==> src/rtl/reorder_buffer_pkg.sv <==
// Shared sizing, tag helpers and entry layout for the reorder buffer.
// Tags run 1..ROB_SZ; tag 0 means "no producer".
package reorder_buffer_pkg;

    localparam int ROB_SZ_LOG = 4;
    localparam int ROB_SZ     = 1 << ROB_SZ_LOG;
    localparam int TAG_W      = ROB_SZ_LOG + 1;

    localparam logic [TAG_W-1:0] TAG_NONE  = {TAG_W{1'b0}};
    localparam logic [TAG_W-1:0] TAG_FIRST = {{(TAG_W-1){1'b0}}, 1'b1};
    localparam logic [TAG_W-1:0] TAG_LAST  = TAG_W'(ROB_SZ);

    typedef struct packed {
        logic        busy;
        logic        ready;
        logic        rd_hv;
        logic [4:0]  rd;
        logic        is_br;
        logic        pred_jump;
        logic        act_jump;
        logic [31:0] value;
        logic [31:0] pc;
    } rob_entry_t;

    function automatic logic tag_valid(input logic [TAG_W-1:0] tag);
        return (tag != TAG_NONE) && (tag <= TAG_LAST);
    endfunction

    function automatic logic [ROB_SZ_LOG-1:0] tag_idx(input logic [TAG_W-1:0] tag);
        return ROB_SZ_LOG'(tag - TAG_FIRST);
    endfunction

    function automatic logic [TAG_W-1:0] tag_next(input logic [TAG_W-1:0] tag);
        return (tag == TAG_LAST) ? TAG_FIRST : (tag + TAG_FIRST);
    endfunction

endpackage

==> src/rtl/reorder_buffer_lookup_port.sv <==
// Tag -> ready/value lookup for one register-file source operand.
// Build option ROB_CDB_BYPASS_EN forwards a same-cycle CDB result.
module rob_lookup_port
    import reorder_buffer_pkg::*;
(
    input  logic [TAG_W-1:0]    rs_id,
    input  logic [ROB_SZ-1:0]   busy_vec,
    input  logic [ROB_SZ-1:0]   ready_vec,
    input  logic [ROB_SZ*32-1:0] value_vec,
    input  logic                cdb_valid,
    input  logic [TAG_W-1:0]    cdb_tag,
    input  logic [31:0]         cdb_value,
    output logic                rs_ready,
    output logic [31:0]         rs_value
);

    logic [ROB_SZ_LOG-1:0] idx_s;
    logic                  hit_s;

`ifndef ROB_CDB_BYPASS_EN
    logic bypass_unused_s;
    assign bypass_unused_s = ^{cdb_valid, cdb_tag, cdb_value};
`endif

    // Resolve the looked-up tag against registered entry state (and the CDB when bypassing).
    always_comb begin
        idx_s    = tag_idx(rs_id);
        hit_s    = tag_valid(rs_id) && busy_vec[idx_s];
        rs_ready = 1'b0;
        rs_value = 32'd0;
        if (hit_s && ready_vec[idx_s]) begin
            rs_ready = 1'b1;
            rs_value = value_vec[idx_s*32 +: 32];
        end else begin
            rs_ready = 1'b0;
        end
`ifdef ROB_CDB_BYPASS_EN
        if (hit_s && cdb_valid && (cdb_tag == rs_id)) begin
            rs_ready = 1'b1;
            rs_value = cdb_value;
        end else begin
            rs_value = rs_value;
        end
`endif
    end

endmodule

==> src/rtl/reorder_buffer.sv <==
// Circular in-order reorder buffer: tag allocation, CDB capture, operand lookup and retire.
// Optional build macro ROB_CDB_BYPASS_EN enables same-cycle CDB forwarding on lookups.
module reorder_buffer
    import reorder_buffer_pkg::*;
(
    input  logic             clk,
    input  logic             rst,
    input  logic             rdy,
    input  logic             run_add,
    input  logic             rd_hv,
    input  logic [4:0]       rd,
    input  logic             is_br,
    input  logic             pred_jump,
    output logic [TAG_W-1:0] tail,
    output logic             full,
    input  logic             cdb_valid,
    input  logic [TAG_W-1:0] cdb_tag,
    input  logic [31:0]      cdb_value,
    input  logic             cdb_jump,
    input  logic [31:0]      cdb_pc,
    input  logic [TAG_W-1:0] rs1_id,
    input  logic [TAG_W-1:0] rs2_id,
    output logic             rob_rs1_ready,
    output logic [31:0]      rob_rs1_value,
    output logic             rob_rs2_ready,
    output logic [31:0]      rob_rs2_value,
    output logic             run_upd,
    output logic [4:0]       commit_rd,
    output logic [31:0]      res,
    output logic [TAG_W-1:0] head,
    output logic             reset,
    output logic [31:0]      redirect_pc
);

    rob_entry_t            entry_r [ROB_SZ];
    logic [TAG_W-1:0]      head_r;
    logic [TAG_W-1:0]      tail_r;
    logic [TAG_W-1:0]      count_r;
    logic                  reset_r;
    logic [31:0]           redirect_pc_r;

    rob_entry_t            head_ent_s;
    rob_entry_t            new_ent_s;
    logic [ROB_SZ_LOG-1:0] head_idx_s;
    logic [ROB_SZ_LOG-1:0] tail_idx_s;
    logic [ROB_SZ_LOG-1:0] cdb_idx_s;
    logic                  full_s;
    logic                  retire_s;
    logic                  mispred_s;
    logic                  issue_s;
    logic                  cdb_wr_s;
    logic [ROB_SZ-1:0]     busy_vec_s;
    logic [ROB_SZ-1:0]     ready_vec_s;
    logic [ROB_SZ*32-1:0]  value_vec_s;

    // Retire, issue and CDB-capture qualification for this cycle.
    always_comb begin
        head_idx_s = tag_idx(head_r);
        tail_idx_s = tag_idx(tail_r);
        cdb_idx_s  = tag_idx(cdb_tag);
        head_ent_s = entry_r[head_idx_s];
        full_s     = (count_r == TAG_LAST);
        retire_s   = head_ent_s.busy && head_ent_s.ready && rdy && !reset_r;
        mispred_s  = retire_s && head_ent_s.is_br && (head_ent_s.act_jump != head_ent_s.pred_jump);
        issue_s    = run_add && !full_s && !reset_r && rdy && !mispred_s;
        if (cdb_valid && tag_valid(cdb_tag)) begin
            cdb_wr_s = entry_r[cdb_idx_s].busy && !reset_r && rdy;
        end else begin
            cdb_wr_s = 1'b0;
        end
        new_ent_s = '{busy: 1'b1, ready: 1'b0, rd_hv: rd_hv, rd: rd, is_br: is_br,
                      pred_jump: pred_jump, act_jump: 1'b0, value: 32'd0, pc: 32'd0};
    end

    // Flatten entry state for the lookup ports.
    always_comb begin
        busy_vec_s  = {ROB_SZ{1'b0}};
        ready_vec_s = {ROB_SZ{1'b0}};
        value_vec_s = {(ROB_SZ*32){1'b0}};
        for (int i = 0; i < ROB_SZ; i++) begin
            busy_vec_s[i]         = entry_r[i].busy;
            ready_vec_s[i]        = entry_r[i].ready;
            value_vec_s[i*32 +: 32] = entry_r[i].value;
        end
    end

    // Entry storage, pointers and occupancy; a mispredicted retire flushes everything.
    always_ff @(posedge clk or posedge rst) begin
        if (rst) begin
            for (int i = 0; i < ROB_SZ; i++) begin
                entry_r[i] <= '0;
            end
            head_r  <= TAG_FIRST;
            tail_r  <= TAG_FIRST;
            count_r <= TAG_NONE;
        end else if (mispred_s) begin
            for (int i = 0; i < ROB_SZ; i++) begin
                entry_r[i] <= '0;
            end
            head_r  <= TAG_FIRST;
            tail_r  <= TAG_FIRST;
            count_r <= TAG_NONE;
        end else begin
            if (cdb_wr_s) begin
                entry_r[cdb_idx_s].ready    <= 1'b1;
                entry_r[cdb_idx_s].value    <= cdb_value;
                entry_r[cdb_idx_s].act_jump <= cdb_jump;
                entry_r[cdb_idx_s].pc       <= cdb_pc;
            end
            if (issue_s) begin
                entry_r[tail_idx_s] <= new_ent_s;
                tail_r              <= tag_next(tail_r);
            end
            if (retire_s) begin
                entry_r[head_idx_s].busy  <= 1'b0;
                entry_r[head_idx_s].ready <= 1'b0;
                head_r                    <= tag_next(head_r);
            end
            case ({issue_s, retire_s})
                2'b10:   count_r <= count_r + TAG_FIRST;
                2'b01:   count_r <= count_r - TAG_FIRST;
                default: count_r <= count_r;
            endcase
        end
    end

    // One-cycle flush pulse and its redirect target, both frozen while stalled.
    always_ff @(posedge clk or posedge rst) begin
        if (rst) begin
            reset_r       <= 1'b0;
            redirect_pc_r <= 32'd0;
        end else if (rdy) begin
            reset_r       <= mispred_s;
            redirect_pc_r <= mispred_s ? head_ent_s.pc : redirect_pc_r;
        end else begin
            reset_r       <= reset_r;
            redirect_pc_r <= redirect_pc_r;
        end
    end

    rob_lookup_port u_rs1 (
        .rs_id     (rs1_id),
        .busy_vec  (busy_vec_s),
        .ready_vec (ready_vec_s),
        .value_vec (value_vec_s),
        .cdb_valid (cdb_valid),
        .cdb_tag   (cdb_tag),
        .cdb_value (cdb_value),
        .rs_ready  (rob_rs1_ready),
        .rs_value  (rob_rs1_value)
    );

    rob_lookup_port u_rs2 (
        .rs_id     (rs2_id),
        .busy_vec  (busy_vec_s),
        .ready_vec (ready_vec_s),
        .value_vec (value_vec_s),
        .cdb_valid (cdb_valid),
        .cdb_tag   (cdb_tag),
        .cdb_value (cdb_value),
        .rs_ready  (rob_rs2_ready),
        .rs_value  (rob_rs2_value)
    );

    assign tail        = tail_r;
    assign full        = full_s;
    assign run_upd     = retire_s;
    assign commit_rd   = (retire_s && head_ent_s.rd_hv) ? head_ent_s.rd : 5'd0;
    assign res         = retire_s ? head_ent_s.value : 32'd0;
    assign head        = head_r;
    assign reset       = reset_r;
    assign redirect_pc = redirect_pc_r;

endmodule

==> config.mk <==
export PLATFORM = sky130hd
export DESIGN_NAME = reorder_buffer
export DESIGN_NICKNAME = d
export VERILOG_FILES = /design/src/rtl/reorder_buffer_pkg.sv /design/src/rtl/reorder_buffer_lookup_port.sv /design/src/rtl/reorder_buffer.sv
export SDC_FILE = /design/constraint.sdc
export NUM_CORES = 2
export LEC_CHECK = 0
export ABC_AREA = 0
export BUFFER_PORTS_ARGS = -buffer_cell sky130_fd_sc_hd__buf_2
export CORE_MARGIN = 2
export CORE_UTILIZATION = 40
export CTS_CLUSTER_DIAMETER = 150
export CTS_CLUSTER_SIZE = 10
export DETAILED_ROUTE_END_ITERATION = 6
export GPL_ROUTABILITY_DRIVEN = 0
export PLACE_DENSITY_LB_ADDON = 0.05
export SLEW_MARGIN = 20
export SYNTH_ARGS = -nofsm -noshare
export SYNTH_HDL_FRONTEND = slang
export SYNTH_HIERARCHICAL = 1
export SYNTH_SLANG_ARGS = --single-unit
==> constraint.sdc <==
create_clock -name clk -period 43.2 [get_ports clk]
set_clock_uncertainty 0.2 [all_clocks]
set_input_delay 2.16 -clock clk [delete_from_list [all_inputs] [get_ports clk]]
set_output_delay 2.16 -clock clk [all_outputs]
set_load 0.005 [all_outputs]
==> results.sh <==
export IMPL_clk_latency_ns=0.82
export IMPL_final_common_cell="nand2_1"
export IMPL_syn_instance_count=6281
export IMPL_grt_overflow=0
export IMPL_crit_type="input port to output pin"
export IMPL_crit_arrival_ns=6.87
export IMPL_wl_per_cell_um=33.9
export IMPL_rows=153
export IMPL_root_buffer="clkbuf_16"
export IMPL_layout_common_cells="1461 x nand2_1, 1246 x dfrtp_1, 610 x a21oi_1"
export IMPL_syn_area_per_cell_um2=11.1
export IMPL_antenna_left=0
export IMPL_drive_gt1_frac=0.224
export IMPL_setup_ws_ns=33.97
export IMPL_async_flop_share=1.00
export IMPL_firstDrtPassIters=7
export IMPL_vias_per_cell=6.25
export IMPL_synth_nets=6397
export IMPL_drc=9
export IMPL_fp_dieW_um=422
export IMPL_track_usage=0.324
export IMPL_post_cts_buffers=0
export IMPL_setup_viol=0
export IMPL_stdcell_area_um2=76300
export IMPL_cts_made_buffers=142
export IMPL_h_tree_depth=4
export IMPL_multi_input_area_um2=35800
export IMPL_area_delta_synth_final_pct=9.11
export IMPL_fillers=16300
export IMPL_period_share=0.214
export IMPL_dieArea_um2=178000
export IMPL_holdCritPathClass="flip-flop to flip-flop"
export IMPL_cp_start_kind="input port"
export IMPL_clkTransAtPathRegs_ns=0.05
export IMPL_grt_pass1_wl_mm=416
export IMPL_post_dp_cell_area_um2=72400
export IMPL_drtIter0Drc=5788
export IMPL_synth_fa_ha_area_frac=0.00412
export IMPL_synth_compound_area_frac=0.0671
export IMPL_ys_flop_type="dfrtp_1"
export IMPL_dp_hpwl_mm=161
export IMPL_violations="design-rule violations"
export IMPL_final_net_count=6316
export IMPL_ios=241
export IMPL_die_h_um=422
export IMPL_cts_tree="built"
export IMPL_cp_max_fo=50
export IMPL_cts_hold_buf=0
export IMPL_synthSimpleGateAreaFrac=0.128
export IMPL_synth_edf_count=0
export IMPL_min_from="redirect_pc[31]$_DFFE_PP0P_"
export IMPL_ctsResizeCount=0
export IMPL_antenna_found_initial=30
export IMPL_cts_buffer_depth=3
export IMPL_synth_mux_area_frac=0.305
export IMPL_max_freq_mhz=108
export IMPL_final_util=0.439
export IMPL_seq_area_um2=31200
export IMPL_finalSetupTns_ns=0
export IMPL_outcome="finished, violations left"
export IMPL_clock_sinks=1248
export IMPL_period_needed_ns=9.23
export IMPL_portBuffers=240
export IMPL_final_max_slew_viol_count=0
export IMPL_dr_total_vias=53400
export IMPL_grt_start_max_net_pins=163
export IMPL_synth_xor_xnor_area_share=0.00292
export IMPL_grt_pass1_vias=53400
export IMPL_startpoint="rs2_id[0]"
export IMPL_netlist_area_um2=69900
export IMPL_worstPathRequired_ns=40.84
export IMPL_seq_area_frac_synth=0.447
export IMPL_worstMarginPinSlew_ns=1.23
export IMPL_core_um2=174000
export IMPL_synth_top_family_by_area="multiplexers"
export IMPL_holdWs_ns=0.288
export IMPL_start_util=0.402
export IMPL_p_leak_uw=0.0320
export IMPL_drv_max_cap_violation_count=0
export IMPL_ir_drop_uv=56.4
export IMPL_rsz0062_at_grt="false"
export IMPL_crit_path_end_kind="output pin"
export IMPL_place_ws_ns=33.64
export IMPL_synth_seq_cells=1248
export IMPL_yosysWarningCount=6
export IMPL_power_density_nw_per_um2=59.7
export IMPL_yosysUniqueCellTypes=69
export IMPL_slew_headroom=0.180
export IMPL_reg2reg_from="head[0]$_DFFE_PP1P_"
export IMPL_wirelength_mm=290
export IMPL_hold_violations=0
## power by group
part	switching, uW	internal, uW	total [uW]
registers	245	1460	1710
clock network	509	602	1110
logic	973	762	1730
## path summary, 6_finish.rpt
| check | end | slack (ns) | depth (start not counted) |
|---|---|---|---|
| max | rob_rs2_value[18] | 33.97 | 11 |
| min reg2reg | redirect_pc[31]$_DFFE_PP0P_ | 0.29 | 1 |
| min | redirect_pc[31]$_DFFE_PP0P_ | 0.29 | 1 |
| max reg2reg | entry_r[1001]$_DFF_PP0_ | 35.85 | 11 |
| min in group asynchronous | entry_r[530]$_DFF_PP0_ | 1.33 | 2 |
| max in group asynchronous | entry_r[943]$_DFF_PP0_ | 37.70 | 6 |
## layout make-up
type / count / share of cell area
Multi-Input combinational cell: 4410 / 0.470
Inverter: 19 / 0.00110
Sequential cell: 1248 / 0.409
Clock inverter: 10 / 0.00198
Timing Repair Buffer: 379 / 0.0310
Tap cell: 2325 / 0.0381
Clock buffer: 152 / 0.0483
Antenna cell: 11 / 0.000361
## routing by layer
metal  routed length, um  vias to the layer above  track usage
met4               12800                       20        0.133
li1                    -                    22000            -
met5                 127                        -            0
met1              122000                    28400        0.447
met3               21700                      565       0.0640
met2              134000                     2464        0.500
## cell usage after synthesis, types with 32 or more instances
cell      count  area [um^2]
nand2_1    1465         5500
dfrtp_1    1246        31200
a21oi_1     610         3050
nor2_1      596         2240
mux4_2      587        13200
mux2i_1     527         5280
clkbuf_1    332         1250
buf_2       148          741
mux2_2      112         1260
a21oi_2      50          438
buf_1        43          161
nand3_1      40          200
mux2_1       38          428
mux4_1       38          998
o22ai_1      38          238
nor2b_1      35          219
buf_6        32          360
o22ai_2      32          400
## per-stage QoR
step | total power (uW) | std cells
2_1_floorplan | 2890 | 6281
3_3_place_gp | 3430 | 8380
3_5_place_dp | 3450 | 8380
4_1_cts | 4570 | 8542
5_1_grt | 4760 | 8550
6_report | 4550 | 8554
## state kept, by name, summed over array words and instances (netlist names)
name	flops
redirect_pc	32
entry_r	1184
count_r	5
reset	1
tail	5
busy_vec_s	16
head	5
## worst max-delay path: stages
cell and delay (ns):
buf_2 0.25, inv_4 0.55, ha_4 0.27, xor2_4 0.55, buf_4 0.79, buf_6 0.66
mux4_1 0.66, mux2_1 0.30, nand2_1 0.08, o22ai_1 0.21, buf_2 0.24
## kinds of logic (layout without fill, tap and decap cells)
family,after synthesis,count (layout)
simple gates,2251,2251
mux,1312,1312
flops,1248,1248
compound gates,805,805
buf+inv,623,560
fa+ha+maj,23,23
xor+xnor,19,19
other cells,0,11
Note: power is estimated with default switching activity, not from simulation.
